File: src/rtl/trig_pkg.sv
// trig_pkg: shared types and defaults for the master trigger issue stage.
package trig_pkg;
    typedef enum logic {STOP, RUN} trig_state_t;
    typedef enum logic [1:0] {REJ_NONE, REJ_DEAD, REJ_HOLDOFF, REJ_BUSY} rej_reason_t;
    localparam int NBUF_DEFAULT = 4;
    localparam int HOLDOFF_DEFAULT = 16;
    typedef logic [$clog2(NBUF_DEFAULT)-1:0] buf_idx_t;
endpackage

File: src/rtl/trig_reject_counter.sv
// trig_reject_counter: saturating counter with synchronous clear and increment enable.
module trig_reject_counter #(
    parameter int REJ_WIDTH = 16
) (
    input  logic                 sys_clk_i,
    input  logic                 rst_i,
    input  logic                 clr_i,
    input  logic                 inc_i,
    output logic [REJ_WIDTH-1:0] cnt_o
);
    logic [REJ_WIDTH-1:0] cnt_q;
    logic [REJ_WIDTH-1:0] cnt_d;

    always_comb cnt_d = (rst_i || clr_i) ? '0 : cnt_q + REJ_WIDTH'(inc_i && !(&cnt_q));

    always_ff @(posedge sys_clk_i) cnt_q <= cnt_d;

    assign cnt_o = cnt_q;
endmodule

File: src/rtl/trig_issue_gate.sv
// trig_issue_gate: qualifies trigger requests, numbers accepted triggers and
// issues a held readout command; rejected requests are counted by reason.
module trig_issue_gate
    import trig_pkg::*;
#(
    parameter int HOLDOFF     = HOLDOFF_DEFAULT,
    parameter int NBUF        = NBUF_DEFAULT,
    parameter int EVNUM_WIDTH = 32,
    parameter int REJ_WIDTH   = 16
) (
    input  logic                     sys_clk_i,
    input  logic                     rst_i,
    input  logic                     runrst_i,
    input  logic                     runstop_i,
    input  logic                     trig_req_i,
    input  logic                     dead_i,
    output logic                     trig_o,
    output logic [$clog2(NBUF)-1:0]  trig_buf_o,
    output logic [EVNUM_WIDTH-1:0]   trig_evnum_o,
    output logic                     cmd_valid_o,
    input  logic                     cmd_ready_i,
    output logic [$clog2(NBUF)-1:0]  cmd_buf_o,
    output logic [EVNUM_WIDTH-1:0]   cmd_evnum_o,
    output logic                     running_o,
    output logic [REJ_WIDTH-1:0]     rej_dead_o,
    output logic [REJ_WIDTH-1:0]     rej_holdoff_o,
    output logic [REJ_WIDTH-1:0]     rej_busy_o
);
    localparam int BW = $clog2(NBUF);
    localparam int HW = (HOLDOFF > 1) ? $clog2(HOLDOFF) : 1;
    localparam logic [HW-1:0] HOLD_LOAD = (HOLDOFF > 1) ? HW'(HOLDOFF - 1) : '0;

    trig_state_t             state_q, state_d;
    rej_reason_t             reason;
    logic                    running_q, trig_q, cmd_valid_q, req_run, accept;
    logic [BW-1:0]           buf_q, trig_buf_q, cmd_buf_q;
    logic [EVNUM_WIDTH-1:0]  evnum_q, trig_evnum_q, cmd_evnum_q;
    logic [HW-1:0]           hold_q;

    // A request coinciding with a run reset belongs to no run and is dropped.
    always_comb begin
        state_d = runrst_i ? RUN : runstop_i ? STOP : state_q;
        req_run = (state_q == RUN) && trig_req_i && !runrst_i;
        reason  = !req_run                      ? REJ_NONE :
                  dead_i                        ? REJ_DEAD :
                  (hold_q != '0)                ? REJ_HOLDOFF :
                  (cmd_valid_q && !cmd_ready_i) ? REJ_BUSY : REJ_NONE;
        accept  = req_run && (reason == REJ_NONE);
    end

    always_ff @(posedge sys_clk_i) begin
        if (rst_i) begin
            state_q      <= STOP;
            running_q    <= 1'b0;
            trig_q       <= 1'b0;
            trig_buf_q   <= '0;
            trig_evnum_q <= '0;
            cmd_valid_q  <= 1'b0;
            cmd_buf_q    <= '0;
            cmd_evnum_q  <= '0;
            evnum_q      <= '0;
            buf_q        <= '0;
            hold_q       <= '0;
        end else begin
            state_q   <= state_d;
            running_q <= (state_d == RUN);
            trig_q    <= accept;
            if (runrst_i) begin
                evnum_q     <= '0;
                buf_q       <= '0;
                hold_q      <= '0;
                cmd_valid_q <= 1'b0;
            end else if (accept) begin
                trig_buf_q   <= buf_q;
                trig_evnum_q <= evnum_q;
                cmd_valid_q  <= 1'b1;
                cmd_buf_q    <= buf_q;
                cmd_evnum_q  <= evnum_q;
                evnum_q      <= evnum_q + 1'b1;
                buf_q        <= buf_q + 1'b1;
                hold_q       <= HOLD_LOAD;
            end else begin
                if (cmd_ready_i) cmd_valid_q <= 1'b0;
                if (hold_q != '0) hold_q <= hold_q - 1'b1;
            end
        end
    end

    trig_reject_counter #(.REJ_WIDTH(REJ_WIDTH)) u_rej_dead (
        .sys_clk_i(sys_clk_i), .rst_i(rst_i), .clr_i(runrst_i),
        .inc_i(reason == REJ_DEAD), .cnt_o(rej_dead_o)
    );
    trig_reject_counter #(.REJ_WIDTH(REJ_WIDTH)) u_rej_holdoff (
        .sys_clk_i(sys_clk_i), .rst_i(rst_i), .clr_i(runrst_i),
        .inc_i(reason == REJ_HOLDOFF), .cnt_o(rej_holdoff_o)
    );
    trig_reject_counter #(.REJ_WIDTH(REJ_WIDTH)) u_rej_busy (
        .sys_clk_i(sys_clk_i), .rst_i(rst_i), .clr_i(runrst_i),
        .inc_i(reason == REJ_BUSY), .cnt_o(rej_busy_o)
    );

    assign running_o    = running_q;
    assign trig_o       = trig_q;
    assign trig_buf_o   = trig_buf_q;
    assign trig_evnum_o = trig_evnum_q;
    assign cmd_valid_o  = cmd_valid_q;
    assign cmd_buf_o    = cmd_buf_q;
    assign cmd_evnum_o  = cmd_evnum_q;
endmodule

File: config.mk
export PLATFORM = sky130hd
export DESIGN_NAME = trig_issue_gate
export DESIGN_NICKNAME = d
export VERILOG_FILES = /design/src/rtl/trig_pkg.sv /design/src/rtl/trig_reject_counter.sv /design/src/rtl/trig_issue_gate.sv
export SDC_FILE = /design/constraint.sdc
export NUM_CORES = 1
export LEC_CHECK = 0
export BUFFER_PORTS_ARGS = -buffer_cell sky130_fd_sc_hd__buf_2
export CAP_MARGIN = 20
export CORE_AREA = 2 2 77 153
export CTS_CLUSTER_SIZE = 25
export DETAILED_ROUTE_END_ITERATION = 6
export DIE_AREA = 0 0 79 155
export PLACE_DENSITY = 0.72
export SLEW_MARGIN = 30
export SYNTH_ARGS = -nofsm -noshare
export SYNTH_HDL_FRONTEND = slang
export SYNTH_SLANG_ARGS = --single-unit
File: constraint.sdc
create_clock -name sys_clk_i -period 3 [get_ports sys_clk_i]
set_input_delay 0.15 -clock sys_clk_i [delete_from_list [all_inputs] [get_ports sys_clk_i]]
set_output_delay 0.15 -clock sys_clk_i [all_outputs]
set_load 0.03 [all_outputs]
After elaboration in Yosys (flattened, before gate mapping)
Cells that the tools add are included.
{"block": "word_totals", "mem_bits_ro": 0, "elab_cells": 54, "ramBits": 0, "input_bits": 7, "mem_count": 0, "latchBits": 0, "ff_bits": 123}
{"block": "classes", "n_addsub": 6, "n_div": 0, "n_reduce_logical": 23, "n_lt_le_gt_ge": 0, "n_mux": 10, "n_eq_ne": 3, "mul": 0, "shift": 0, "bitwise_logic": 1}
{"op": "$add 16x1->16", "count": 3}
{"op": "$reduce_and 16->1", "count": 3}
{"op": "$add 32x1->32 const B", "count": 1}
{"op": "$mux 2", "count": 4}
{"op": "$mux 4", "count": 2}
{"op": "$logic_and 1x1->1", "count": 7}
{"op": "$reduce_bool 2->1", "count": 3}
{"op": "$logic_not 1->1", "count": 5}
{"op": "$eq 2x2->1 const B", "count": 2}
{"op": "$mux 1", "count": 4}
{"op": "$reduce_bool 4->1", "count": 1}
{"op": "$sub 4x1->4 const B", "count": 1}
{"op": "$add 2x1->2 const B", "count": 1}
{"op": "$eq 2x1->1 const B", "count": 1}
{"op": "$logic_not 2->1", "count": 1}
{"op": "$reduce_and 2->1", "count": 1}
{"op": "$reduce_or 2->1", "count": 1}
{"op": "$logic_or 1x1->1", "count": 1}
{"op": "$not 1->1", "count": 1}

Longest topological paths before layout
{"block": "depth", "word_depth": 9, "ltp_mapped": 11, "ltp_nobuf": 11}

By module
From an unflattened synthesis, not the netlist that was laid out.
{"block": "unflattened", "cells_unflattened": 659, "area_unflattened_um2": 5494.0}
{"mod": "trig_issue_gate", "area_each_um2": 3279.4, "n_inst": 1, "seq_area_each_um2": 1501.4, "cells_per_inst": 401}
{"mod": "trig_reject_counter", "area_each_um2": 738.2, "n_inst": 3, "seq_area_each_um2": 320.3, "cells_per_inst": 86}

Worst setup path after synthesis
OpenSTA, ideal clock, no wires.
{"block": "synth_timing", "path_type": "reg2reg", "startpoint": "register u_rej_busy.cnt_q[4] (netlist: u_rej_busy.cnt_o[4])", "endpoint": "register u_rej_busy.cnt_q[6] (netlist: u_rej_busy.cnt_o[6])", "path_buffers": 0, "path_stages_with_launch": 11, "arrival_time_ns": 2.324, "required_ns": 2.872, "setup_time_ns": 0.128, "path_slack_ns": 0.548, "path_cell_list": "dfxtp_1 and4_1 nand3_1 nor4_1 nor3b_1 ha_1 ha_1 and3_1 nand3_1 xor2_1 nor2_1"}
{"block": "synth_between", "elab_chain_cells": 4}
{"item": "start, declared", "line_no": "trig_reject_counter.sv:11", "rtl": "logic [REJ_WIDTH-1:0] cnt_q;"}
{"item": "start signal, assigned", "line_no": "trig_reject_counter.sv:16", "rtl": "always_ff @(posedge sys_clk_i) cnt_q <= cnt_d;"}
{"item": "$reduce_and 16->1", "line_no": "trig_reject_counter.sv:14", "rtl": "always_comb cnt_d = (rst_i || clr_i) ? '0 : cnt_q + REJ_WIDTH'(inc_i && !(&cnt_q));"}
{"item": "$logic_not 1->1", "line_no": "trig_reject_counter.sv:14"}
{"item": "$logic_and 1x1->1", "line_no": "trig_reject_counter.sv:14"}
{"item": "$add 16x1->16 *", "line_no": "trig_reject_counter.sv:14"}
Mark *: on every way between the ends. The rest lies on a longest branch, timed or not.
A chain may end at the register's enable or synchronous reset.

Worst setup path in the final report
{"block": "layout_timing", "startpoint": "register hold_q[0]", "endpoint": "register u_rej_busy.cnt_q[10] (netlist: u_rej_busy.cnt_o[10])"}
{"block": "layout_between", "elab_chain_cells": 7}
{"item": "start, declared", "line_no": "trig_issue_gate.sv:38", "rtl": "logic [HW-1:0] hold_q;"}
{"item": "start signal, assigned", "line_no": "trig_issue_gate.sv:84", "rtl": "if (hold_q != '0) hold_q <= hold_q - 1'b1;"}
{"item": "$reduce_bool 4->1", "line_no": "trig_issue_gate.sv:46", "rtl": "(hold_q != '0) ? REJ_HOLDOFF :"}
{"item": "$mux 2", "line_no": "trig_issue_gate.sv:46"}
{"item": "$mux 2", "line_no": "trig_issue_gate.sv:45", "rtl": "dead_i ? REJ_DEAD :"}
{"item": "$mux 2", "line_no": "trig_issue_gate.sv:44", "rtl": "reason = !req_run ? REJ_NONE :"}
{"item": "$eq 2x2->1", "line_no": "trig_issue_gate.sv:99", "rtl": ".inc_i(reason == REJ_BUSY), .cnt_o(rej_busy_o)"}
{"item": "$logic_and 1x1->1", "line_no": "trig_reject_counter.sv:14"}
{"item": "$add 16x1->16", "line_no": "trig_reject_counter.sv:14"}
No other way between the ends.

==> impl_metrics.csv <==
group,metric,value,unit
run_status,status,"finished, final reports clean",
place,dp_worst_setup_slack,0.481,ns
drt,drtAntennaViolNets,0,
clock_network,cts_hold_buf,0,
run,maxCapViolations,0,
clock_network,ctsResizeCount,0,
layout,fillers,1098,
global_routing,grt_pass1_vias,4154,
place,gp_congestion,0.783,
clock_network,cts_root_buffer,"clkbuf_16",
layout,nets,746,
clock_network,clock_path_buffers,2,
sta,fin_crit_sh,83.3,%
yosys,synth_cells,640,
sta,fin_crit,2.50,ns
die,start_util,48.9,%
sta,clock-skew-final,0.0107,ns
sta,fin_hold_ws,0.0209,ns
critical_path,reg2reg_depth,10,
critical_path,ff2ff_setup_slack,0.50,ns
drt,drtIter0Drc,176,
global_routing,grt_start_max_net_pins,62,
critical_path,cp_max_fo,5,
drt,drc,0,
hold_path,hp-class,"in2reg",
clock_network,cts_tree,"done",
yosys,yosysWarningCount,0,
critical_path,crit_type,"reg2reg",
global_routing,antenna_found_initial,0,
power,power.total,3.72,mW
die,ios,126,
yosys,avgSynthCellArea,8.51,sq um
sta,relSlewSlack,53.0,%
die,die_w,79,microns
drt,wl,11100,microns
clock_network,h-tree-depth,4,
power,peakVddDrop,488,uV
sta,worst_slack,0.501,ns
yosys,synth_top_area_share,45.2,%
sta,finalSetupTns,0,ns
drt,vias,4492,
place,post-dp-hpwl,7600,microns
die,dieArea,12200,sq um
clock_network,clkSinkCount,123,
critical_path,cp-end-kind,"flip-flop",
sta,final_max_slew_viol_count,0,
die,die_h,155,microns
hold_path,whs_path_depth,3,
critical_path,r2r-start,"hold_q[0]",
sta,fmax,400,MHz
clock_network,worstSkewPairLatency,0.41,ns
yosys,synth_edf_count,0,
hold_path,whs_endpoint,"running_o",
drt,firstDrtPassIters,4,
die,core,11100,sq um
layout,synthToLayoutAreaGrowth,19.3,%
power,p_per_area,573,nW/um^2
clock_network,clk_pin_slew,0.06,ns
critical_path,worstReg2RegEnd,"u_rej_busy.cnt_o[10]",
layout,diodes,0,
drt,route.detailed.wl_per_inst,12.6,microns
clock_network,cts_made_buffers,17,
yosys,netlist_area,5450,sq um
critical_path,cp.arrival,2.83,ns
yosys,ys_types,40,
critical_path,cp.required,3.33,ns
sta,worst_pin_slew,0.704,ns
place,numPortBuffers,125,
global_routing,gr-total-overflow,0,
sta,final_hold_viol_count,0,
sta,rsz0062_at_grt,"false",
drt,vias_per_cell,5.08,
yosys,async_reset_ff_share,0,%
critical_path,start_kind,"flip-flop",
yosys,synthFlopType,"dfxtp_1",
power,p_leak,2.65,nW
yosys,synth_top_area_cell,"dfxtp_1",
global_routing,grt_pass1_wl,18900,microns
yosys,ys_ff_latch,123,
yosys,seq_area_frac_synth,45.2,%
die,fp-row-count,55,
yosys,syn_nets,657,
clock_network,cts_setup_buffers,0,
hold_path,hp-start,"runrst_i",
yosys,synth_area_leaders,"dfxtp_1 45%, nand2_1 6.6%, xor2_1 5.5%",
global_routing,grtUsageTotal,19.2,%
layout,fin_util,58.3,%
layout,drive_gt1_share,23.7,%
sta,setup_violations,0,
-- kinds of logic (layout without fill, tap and decap cells) --
kind of cell,Yosys count,count (layout),synth area share [%]
compound gates,67,67,6.43
xor+xnor,67,67,10.8
fa+ha+maj,10,10,2.30
buf+inv,71,173,7.58
flops,123,123,45.2
simple gates,302,302,27.7
-- sequential cells by signal (all words and copies together) (netlist names) --
name and cells:
u_rej_busy.cnt_o 16, cmd_valid_o 1, u_rej_dead.cnt_o 16, running_o 1, evnum_q 32, trig_o 1, cmd_buf_o 2, hold_q 4
buf_q 2, u_rej_holdoff.cnt_o 16, cmd_evnum_o 32
-- metal layers --
metal  vias up  GRT usage, %  part of all wire [%]
li1       2300             -                     -
met1      2069          22.9                    44
met2       114          32.7                    51
met3         9          4.52                   4.4
met4         0          7.55                   1.3
met5         -             0                     0
-- stage by stage --
stage,cell area (sq um),instances
floorplan,5450,640
CTS,6500,884
global route,6500,884
finish,6500,884
global placement,5930,852
detailed placement,5930,852
-- cell usage after synthesis, types with 2 or more instances --
library cell    n
nor2_1         79
or3_1          10
nor3b_1         2
and4_1         10
a31oi_1         3
nor4_1          6
nor3_1         13
inv_1           9
buf_2           8
ha_1           10
and2_1         10
or2_2           2
nor4b_2         2
xnor2_1        33
nand2_1        96
and3_1         13
buf_4          36
dfxtp_1       123
buf_1           3
a21oi_1        52
nand3_1        30
o21ai_0         9
clkbuf_1       14
nand4_1        18
xor2_1         34
-- worst max path at each step --
| stage | startpoint | to | slack, ns | depth (start not counted) |
|---|---|---|---|---|
| 2_1_floorplan | u_rej_busy.cnt_o[4] | u_rej_busy.cnt_o[6] | 0.55 | 10 |
| 3_3_place_gp | hold_q[0] | u_rej_busy.cnt_o[12] | 0.57 | 11 |
| 3_5_place_dp | hold_q[0] | u_rej_busy.cnt_o[14] | 0.48 | 11 |
| 4_1_cts | hold_q[0] | u_rej_busy.cnt_o[10] | 0.46 | 10 |
| 5_1_grt | hold_q[0] | u_rej_busy.cnt_o[14] | 0.13 | 11 |
| 6_report | hold_q[0] | u_rej_busy.cnt_o[10] | 0.50 | 10 |
-- cell type report --
| cell class | instances | area [sq um] | share of cell area (%) |
|---|---|---|---|
| Timing Repair Buffer | 132 | 678 | 10.4 |
| Tap cell | 142 | 178 | 2.73 |
| Sequential cell | 123 | 2460 | 37.9 |
| Inverter | 9 | 33.8 | 0.520 |
| Clock buffer | 19 | 453 | 6.97 |
| Clock inverter | 13 | 119 | 1.83 |
| Multi-Input combinational cell | 446 | 2580 | 39.6 |
-- where the power goes --
part	internal (mW)	switching (mW)	total [mW]	leakage [nW]
clock network	1.18	0.738	1.92	0.260
logic	0.0547	0.0914	0.146	1.40
registers	1.64	0.00939	1.65	0.991
total	2.88	0.839	3.72	2.65
-- critical path, cell delays in order, from the launching register on --
cell	delay [ns]
dfxtp_1	0.30
inv_1	0.10
ha_1	0.20
nor3b_4	0.28
and2_1	0.26
nor3b_1	0.21
ha_1	0.24
ha_1	0.22
nand3_1	0.13
or3_1	0.34
a21oi_1	0.14
-- layout by cell type (no fill, tap or decap), drive strengths merged --
cell,n
and3,13
a21oi,52
nand3,31
nor3,13
or2,2
nand4b,1
buf,132
and3b,1
a311oi,1
nand2,97
nor2,79
dfxtp,123
xor2,34
nand4,19
ha,10
and4,10
and4bb,1
xnor2,33
nand2b,1
o21ai,9
nor4,7
inv,11
a31o,2
clkinvlp,7
nor3b,3
a31oi,3
clkbuf,19
and2,10
bufinv,1
clkinv,3
nor4b,4
or3,10
(Power assumes the default switching activity.)
